`config.mk`:
```
export PLATFORM = sky130hd
export DESIGN_NAME = param_calculator
export DESIGN_NICKNAME = d
export VERILOG_FILES = /design/src/rtl/calc_pkg.sv /design/src/rtl/calc_alu.sv /design/src/rtl/param_calculator.sv
export SDC_FILE = /design/constraint.sdc
export NUM_CORES = 1
export LEC_CHECK = 0
export ABC_AREA = 1
export ABC_CLOCK_PERIOD_IN_PS = 3700
export CAP_MARGIN = 20
export CORE_AREA = 3 3 179 181
export CTS_CLUSTER_SIZE = 12
export DETAILED_ROUTE_END_ITERATION = 10
export DIE_AREA = 0 0 182 184
export GPL_TIMING_DRIVEN = 0
export PLACE_DENSITY_LB_ADDON = 0.25
export SLEW_MARGIN = 15
export SYNTH_ARGS = -nofsm -noshare
export SYNTH_HDL_FRONTEND = slang
export SYNTH_SLANG_ARGS = --single-unit
```
`constraint.sdc`:
```
create_clock -name Clk -period 3.7 [get_ports Clk]
set_input_delay 0.74 -clock Clk [delete_from_list [all_inputs] [get_ports Clk]]
set_output_delay 0.74 -clock Clk [all_outputs]
set_load 0.05 [all_outputs]
```
`src/rtl/calc_pkg.sv`:
```
// Shared opcodes and sequencer state for the parameterised calculator.
// Imported by the ALU and the top-level register/sequencer block.
package calc_pkg;

  localparam logic [3:0] OP_ADD = 4'b0000;
  localparam logic [3:0] OP_SUB = 4'b0001;
  localparam logic [3:0] OP_AND = 4'b0010;
  localparam logic [3:0] OP_OR  = 4'b0011;
  localparam logic [3:0] OP_NOT = 4'b0100;
  localparam logic [3:0] OP_XOR = 4'b0101;
  localparam logic [3:0] OP_NOR = 4'b0110;
  localparam logic [3:0] OP_SHL = 4'b0111;
  localparam logic [3:0] OP_SHR = 4'b1000;
  localparam logic [3:0] OP_ASR = 4'b1001;
  localparam logic [3:0] OP_ROL = 4'b1010;
  localparam logic [3:0] OP_ROR = 4'b1011;
  localparam logic [3:0] OP_EQ  = 4'b1100;
  localparam logic [3:0] OP_MUL = 4'b1101;

  typedef enum logic {
    ST_IDLE = 1'b0,
    ST_MUL  = 1'b1
  } state_t;

endpackage

```
`src/rtl/calc_alu.sv`:
```
// Combinational single-cycle datapath: arithmetic, logic, shift, compare.
// Opcodes 1110/1111 and MUL fall to the default and yield zero.
module calc_alu
  import calc_pkg::*;
#(
  parameter int DATA_W = 8
) (
  input  logic [3:0]        op_i,
  input  logic [DATA_W-1:0] x_i,
  input  logic [DATA_W-1:0] y_i,
  output logic [DATA_W-1:0] r_o,
  output logic              c_o
);

  localparam int S = $clog2(DATA_W);

  logic [DATA_W:0] sum;
  logic [DATA_W:0] dif;
  logic [S-1:0]    sh;
  logic            eq;

  assign sum = {1'b0, x_i} + {1'b0, y_i};
  assign dif = {x_i[DATA_W-1], x_i} - {y_i[DATA_W-1], y_i};
  assign sh  = x_i[S-1:0];
  assign eq  = (x_i == y_i);

  always_comb begin
    r_o = '0;
    c_o = 1'b0;
    case (op_i)
      OP_ADD: {c_o, r_o} = sum;
      OP_SUB: {c_o, r_o} = dif;
      OP_AND: r_o = x_i & y_i;
      OP_OR:  r_o = x_i | y_i;
      OP_NOT: r_o = ~x_i;
      OP_XOR: r_o = x_i ^ y_i;
      OP_NOR: r_o = ~(x_i | y_i);
      OP_SHL: r_o = y_i << sh;
      OP_SHR: r_o = y_i >> sh;
      OP_ASR: r_o = {x_i[DATA_W-1], x_i[DATA_W-1:1]};
      OP_ROL: r_o = {x_i[DATA_W-2:0], x_i[DATA_W-1]};
      OP_ROR: r_o = {x_i[0], x_i[DATA_W-1:1]};
      OP_EQ:  r_o = {{(DATA_W-1){1'b0}}, eq};
      default: begin
        r_o = '0;
        c_o = 1'b0;
      end
    endcase
  end

endmodule

```
`src/rtl/param_calculator.sv`:
```
// Register-file calculator: single-cycle ALU ops plus a
// shift-add multiplier sequencer that stalls intake while running.
module param_calculator
  import calc_pkg::*;
#(
  parameter  int DATA_W = 8,
  parameter  int NREG   = 8,
  localparam int AW     = $clog2(NREG)
) (
  input  logic              Clk,
  input  logic              Rst_n,
  input  logic              In_valid,
  output logic              In_ready,
  input  logic [3:0]        Ctrl,
  input  logic              Sel,
  input  logic [AW-1:0]     RX,
  input  logic [AW-1:0]     RY,
  input  logic [AW-1:0]     RW,
  input  logic              WEN,
  input  logic [DATA_W-1:0] DataIn,
  output logic              Out_valid,
  output logic [DATA_W-1:0] Out_data,
  output logic              Carry,
  output logic              Zero,
  output logic [DATA_W-1:0] busY
);

  localparam int CW = $clog2(DATA_W);

  state_t state_q, state_d;

  logic [DATA_W-1:0]   regs_q [NREG];
  logic [2*DATA_W-1:0] prod_q;
  logic [DATA_W-1:0]   mcand_q;
  logic [CW-1:0]       cnt_q;
  logic [AW-1:0]       rw_q;
  logic                wen_q;
  logic                out_valid_q;
  logic [DATA_W-1:0]   out_data_q;
  logic                carry_q;
  logic                zero_q;

  logic                accept;
  logic                is_mul;
  logic                is_nop;
  logic [DATA_W-1:0]   x_op;
  logic [DATA_W-1:0]   y_op;
  logic [DATA_W-1:0]   alu_r;
  logic                alu_c;
  logic [DATA_W:0]     mul_add;
  logic [2*DATA_W-1:0] prod_nx;
  logic                mul_last;
  logic                done_single;
  logic                done;
  logic [DATA_W-1:0]   res;
  logic                res_c;
  logic                wr_en;
  logic [AW-1:0]       wr_addr;

  assign accept = In_valid & In_ready;
  assign is_mul = (Ctrl == OP_MUL);
  assign is_nop = (Ctrl[3:1] == 3'b111);
  assign x_op   = Sel ? regs_q[RX] : DataIn;
  assign y_op   = regs_q[RY];
  assign busY   = regs_q[RY];

  calc_alu #(
    .DATA_W (DATA_W)
  ) u_alu (
    .op_i (Ctrl),
    .x_i  (x_op),
    .y_i  (y_op),
    .r_o  (alu_r),
    .c_o  (alu_c)
  );

  // Multiplier sits in the low half of prod_q and is shifted out LSB first.
  assign mul_add = {1'b0, prod_q[2*DATA_W-1:DATA_W]}
                 + (prod_q[0] ? {1'b0, mcand_q} : '0);
  assign prod_nx = {mul_add, prod_q[DATA_W-1:1]};
  assign mul_last = (state_q == ST_MUL) &&
                    (cnt_q == CW'(DATA_W - 1));

  assign done_single = accept & ~is_mul;
  assign done        = done_single | mul_last;
  assign res   = mul_last ? prod_nx[DATA_W-1:0] : alu_r;
  assign res_c = mul_last ? |prod_nx[2*DATA_W-1:DATA_W] : alu_c;

  assign wr_addr = mul_last ? rw_q : RW;
  assign wr_en   = ((done_single & WEN & ~is_nop) |
                    (mul_last & wen_q)) &&
                   (wr_addr != '0);

  always_ff @(posedge Clk) begin
    if (!Rst_n) begin
      state_q <= ST_IDLE;
    end else begin
      state_q <= state_d;
    end
  end

  always_comb begin
    state_d = state_q;
    unique case (state_q)
      ST_IDLE: if (accept && is_mul) state_d = ST_MUL;
      ST_MUL:  if (mul_last)         state_d = ST_IDLE;
      default: state_d = ST_IDLE;
    endcase
  end

  always_comb begin
    In_ready = (state_q == ST_IDLE);
  end

  always_ff @(posedge Clk) begin
    if (!Rst_n) begin
      for (int i = 0; i < NREG; i++) regs_q[i] <= '0;
    end else if (wr_en) begin
      regs_q[wr_addr] <= res;
    end
  end

  always_ff @(posedge Clk) begin
    if (!Rst_n) begin
      prod_q  <= '0;
      mcand_q <= '0;
      cnt_q   <= '0;
      rw_q    <= '0;
      wen_q   <= 1'b0;
    end else if (accept && is_mul) begin
      prod_q  <= {{DATA_W{1'b0}}, x_op};
      mcand_q <= y_op;
      cnt_q   <= '0;
      rw_q    <= RW;
      wen_q   <= WEN;
    end else if (state_q == ST_MUL) begin
      prod_q  <= prod_nx;
      cnt_q   <= cnt_q + 1'b1;
    end
  end

  always_ff @(posedge Clk) begin
    if (!Rst_n) begin
      out_valid_q <= 1'b0;
      out_data_q  <= '0;
      carry_q     <= 1'b0;
      zero_q      <= 1'b0;
    end else begin
      out_valid_q <= done;
      if (done) begin
        out_data_q <= res;
        carry_q    <= res_c;
        zero_q     <= (res == '0);
      end
    end
  end

  assign Out_valid = out_valid_q;
  assign Out_data  = out_data_q;
  assign Carry     = carry_q;
  assign Zero      = zero_q;

endmodule

```
==> metrics.md <==
| Metric | Value |
|---|---|
| Simple-gate area share of the yosys netlist | `35.2%` |
| # hold bufs at CTS | `0` |
| Endpoints failing setup | `0` |
| Critical Path AT | `3.87 ns` |
| Fill count | `3243` |
| Initial DRC count | `773` |
| Mapped Area | `7950 µm²` |
| Worst Min Path Start | `cnt_q[2]` |
| Synth cell types | `47` |
| Hold WS | `0.475 ns` |
| HPWL after DPL | `21200 µm` |
| CTS buffer count | `9` |
| Hold crit path type | `register to register` |
| RePlAce Congestion | `0.890` |
| CTS H-Tree Depth | `3` |
| Port buffer count | `39` |
| FF+latch area | `2780 µm²` |
| Tmin final | `3.59 ns` |
| CP max FO | `10` |
| Post-route cell area | `10400 µm²` |
| Worst rel slew slack | `29.4%` |
| Xor/xnor cell area share of the yosys netlist | `0.881%` |
| Post-synthesis compound-gate area fraction | `11.1%` |
| Switching share of power | `36.6%` |
| CP endpoint kind | `register` |
| Diode count | `0` |
| Worst Tran Pin Value | `1.06 ns` |
| Final slew viol count | `0` |
| Comb pwr share | `35.6%` |
| Hold Path End | `cnt_q[2]` |
| Worst EP required | `3.99 ns` |
| EDFF count, synth | `64` |
| Mapped Cells | `1163` |
| WL/cell | `17.3 µm` |
| Portion of netlist area occupied by mux cells | `0%` |
| Share of layout cells above drive strength 1 | `18.9%` |
| Crit Reg-Reg Endpoint | `regs_q[5][2]` |
| Seq cells post-synth | `107` |
| Yosys warns | `0` |
| Via count | `8130` |
| CP Launch Type | `input pin` |
| Worst R2R Path Depth | `21` |
| First-pass GRT wire length | `44000 µm` |
| Rows | `64` |
| Clk pin slew, worst setup/hold paths | `0.08 ns` |
| CTS Buffer Depth | `2` |
| Max Cap Violations | `0` |
| Core area | `30600 µm²` |
| DRC viols | `0` |
| Area share of fa/ha/maj cells after synthesis | `6.26%` |
| Final period util | `97.0%` |
| Fmax achieved | `0.279 GHz` |
| Die width | `182 µm` |
| Int Power | `2.36 mW` |
| R2r startpoint | `regs_q[7][0]` |
| Die height | `184 µm` |
| Status | `finished, final reports clean` |
| Sequential area share after synthesis | `35.0%` |
| CTS tree | `yes` |
| VDD IR max | `0.184 mV` |
| Ports | `46` |
| Global route overflow | `0` |
| Leak pwr | `4.71 nW` |
| Combinational family with the most area after synthesis | `simple AND/OR/NAND/NOR gates` |
| Asr flop ratio synth | `0%` |
| Sequential share of power | `35.9%` |
| Detailed-route wire length | `29100 µm` |
| P per Cell Area | `357 nW/µm²` |
| Final setup margin | `0.112 ns` |
| Worst slack, placed | `-1.47 ns` |
| Area delta synth->final | `30.9%` |
| Clock Sinks | `107` |
| Clock share of power | `28.5%` |
| Net count, final | `1348` |
| First drt pass iteration count | `5` |
| RSZ-0062 raised after global routing | `true` |
| ANT nets after route | `0` |
| Clock Skew | `0.0121 ns` |
| Die area | `33500 µm²` |
| Multi-input gate area | `4750 µm²` |
| Vias per cell | `4.82` |
| P_sw | `1.36 mW` |
| Avg Cell Area, Syn | `6.84 µm²` |
| Hold-critical path depth | `2` |
| Largest net degree at the start of global routing | `22` |
| Kind of critical path | `input pin to register` |
| Reg2reg setup slack | `0.20 ns` |
| Initial antenna violation count | `0` |
| Most used DFF post-synth | `edfxtp_1` |
| Placed cell areas | `8910 µm²` |
| CTS root buffer | `clkbuf_16` |
| Starting Density | `26.0%` |
| Crit. Startpoint | `RX[0]` |
| Total track usage | `16.9%` |
| Worst-Skew Late Latency | `0.36 ns` |
| Hold Violations, Final | `0` |
| Vias in the first global route | `7624` |
[final cells by class]
type,count,share of cell area [%]
plain buffers,45,3.93
clock buffers,9,2.16
clock inverters,7,0.962
inverters,165,6.48
multi-input cells,853,45.7
flip-flops and latches,107,26.7
well taps,396,4.76
repair buffers,103,9.30
[Yosys cell counts (2+ instances only)]
library cell	n	share of area, %
nand2_1	324	15
inv_1	158	7.5
nand3_1	151	9.5
nor2_1	136	6.4
edfxtp_1	64	24
o21ai_0	53	3.3
dfxtp_1	43	11
a21oi_1	41	2.6
ha_1	35	5.5
o211ai_1	17	1.6
clkbuf_1	14	0.66
buf_2	13	0.82
buf_6	12	1.7
nand2_2	9	0.71
nand4_1	9	0.71
a31oi_1	8	0.63
nand3_2	8	1.0
nor3_1	6	0.38
inv_2	5	0.24
a21o_1	4	0.38
o21ai_1	4	0.25
o22ai_1	4	0.31
xnor2_1	4	0.44
xor2_1	4	0.44
a21oi_4	3	0.61
fa_1	3	0.76
nand3b_1	3	0.28
o21ai_2	3	0.33
buf_1	2	0.094
clkbuf_2	2	0.13
clkinv_1	2	0.094
nand2_4	2	0.28
o211ai_2	2	0.31
or2_2	2	0.16
[worst max-delay path by stage]
stage                       end  slack [ns]  cells after the start
floorplan                  Zero       -0.08                     23
global placement           Zero       -1.52                     26
detailed placement         Zero       -1.47                     26
CTS                 Out_data[5]      -0.002                     25
global route               Zero       -0.09                     27
finish                     Zero        0.11                     25
[registers in the layout, summed over array words and instances (netlist names)]
signal and count:
Out_data 8, wen_q 1, rw_q 3, regs_q 64, state_q 1, mcand_q 8, cnt_q 3, Out_valid 1
Zero 1, Carry 1, prod_q 16
[power groups by stage]
stage	logic, mW	registers (mW)	clock network (mW)
after CTS	1.12	1.33	1.08
after global placement	0.993	1.36	0
after floorplan	0.627	1.38	0
after global routing	1.43	1.34	1.11
final	1.32	1.33	1.06
after detailed placement	0.990	1.36	0
[logic make-up after synthesis]
family                   after synthesis
AND/OR/NAND/NOR                      654
buffers and inverters                210
XOR/XNOR                               8
other                                  1
adder cells (fa/ha/maj)               38
flip-flops                           107
AO/OA/AOI/OAI                        145
[cells in the final DEF, fill, tap and decap left out, types with 8 or more instances in the layout]
| cell | netlist | layout |
|---|---|---|
| nand2_1 | 324 | 305 |
| inv_1 | 158 | 140 |
| nand3_1 | 151 | 134 |
| nor2_1 | 136 | 128 |
| edfxtp_1 | 64 | 64 |
| buf_4 | 1 | 59 |
| o21ai_0 | 53 | 45 |
| dfxtp_1 | 43 | 43 |
| clkdlybuf4s50_1 | 0 | 35 |
| a21oi_1 | 41 | 29 |
| ha_1 | 35 | 25 |
| nand3_2 | 8 | 23 |
| o211ai_1 | 17 | 17 |
| nand2_2 | 9 | 16 |
| buf_6 | 12 | 14 |
| nand2_4 | 2 | 14 |
| clkbuf_1 | 14 | 14 |
| o21ai_1 | 4 | 10 |
| clkbuf_16 | 0 | 10 |
| nand4_1 | 9 | 9 |
| a21oi_2 | 1 | 9 |
| inv_4 | 0 | 9 |
| a31oi_1 | 8 | 8 |
| buf_12 | 0 | 8 |
| ha_4 | 0 | 8 |
| conb_1 | 1 | 8 |
[per-stage QoR]
| step | TNS [ns] | instances | util [%] | power, mW |
|---|---|---|---|---|
| 2_1_floorplan | -0.0795 | 1170 | - | 2.01 |
| 3_3_place_gp | -85.36 | 1605 | 29.1 | 2.35 |
| 3_5_place_dp | -81.80 | 1605 | 29.1 | 2.35 |
| 4_1_cts | -0.00226 | 1647 | 31.7 | 3.53 |
| 5_1_grt | -0.559 | 1685 | 34.0 | 3.88 |
| 6_report | 0 | 1685 | 34.0 | 3.72 |
[repair_timing]
action,in CTS,in global routing
setup buffers,25,37
gates resized for setup,76,107
gates cloned,1,1
pin swaps,14,55
endpoints found under the setup margin,74,64
[metal layers]
layer / vias up / wire (µm) / GRT usage, %
met4: 0 / 1140 / 7.01
met2: 311 / 12800 / 26.1
met1: 3750 / 13400 / 23.7
met5: - / 0 / 0
li1: 4008 / - / -
met3: 61 / 1780 / 2.37
[critical path, stage by stage]
cell	delay, ns
buf_6	0.12
buf_8	0.14
buf_12	0.15
nand2_1	0.07
o211ai_2	0.07
nand3_1	0.14
nand3_2	0.15
nand2_4	0.10
inv_4	0.07
ha_4	0.26
buf_6	0.13
inv_4	0.05
a21oi_4	0.13
nand3b_1	0.13
nand3b_1	0.10
or2_2	0.28
nand3_1	0.08
nand3_2	0.11
nor2_2	0.11
nand2_2	0.10
a21oi_4	0.20
nand2_1	0.07
nor2_1	0.10
nand3_1	0.10
a21oi_2	0.15
(Power assumes the default switching activity.)
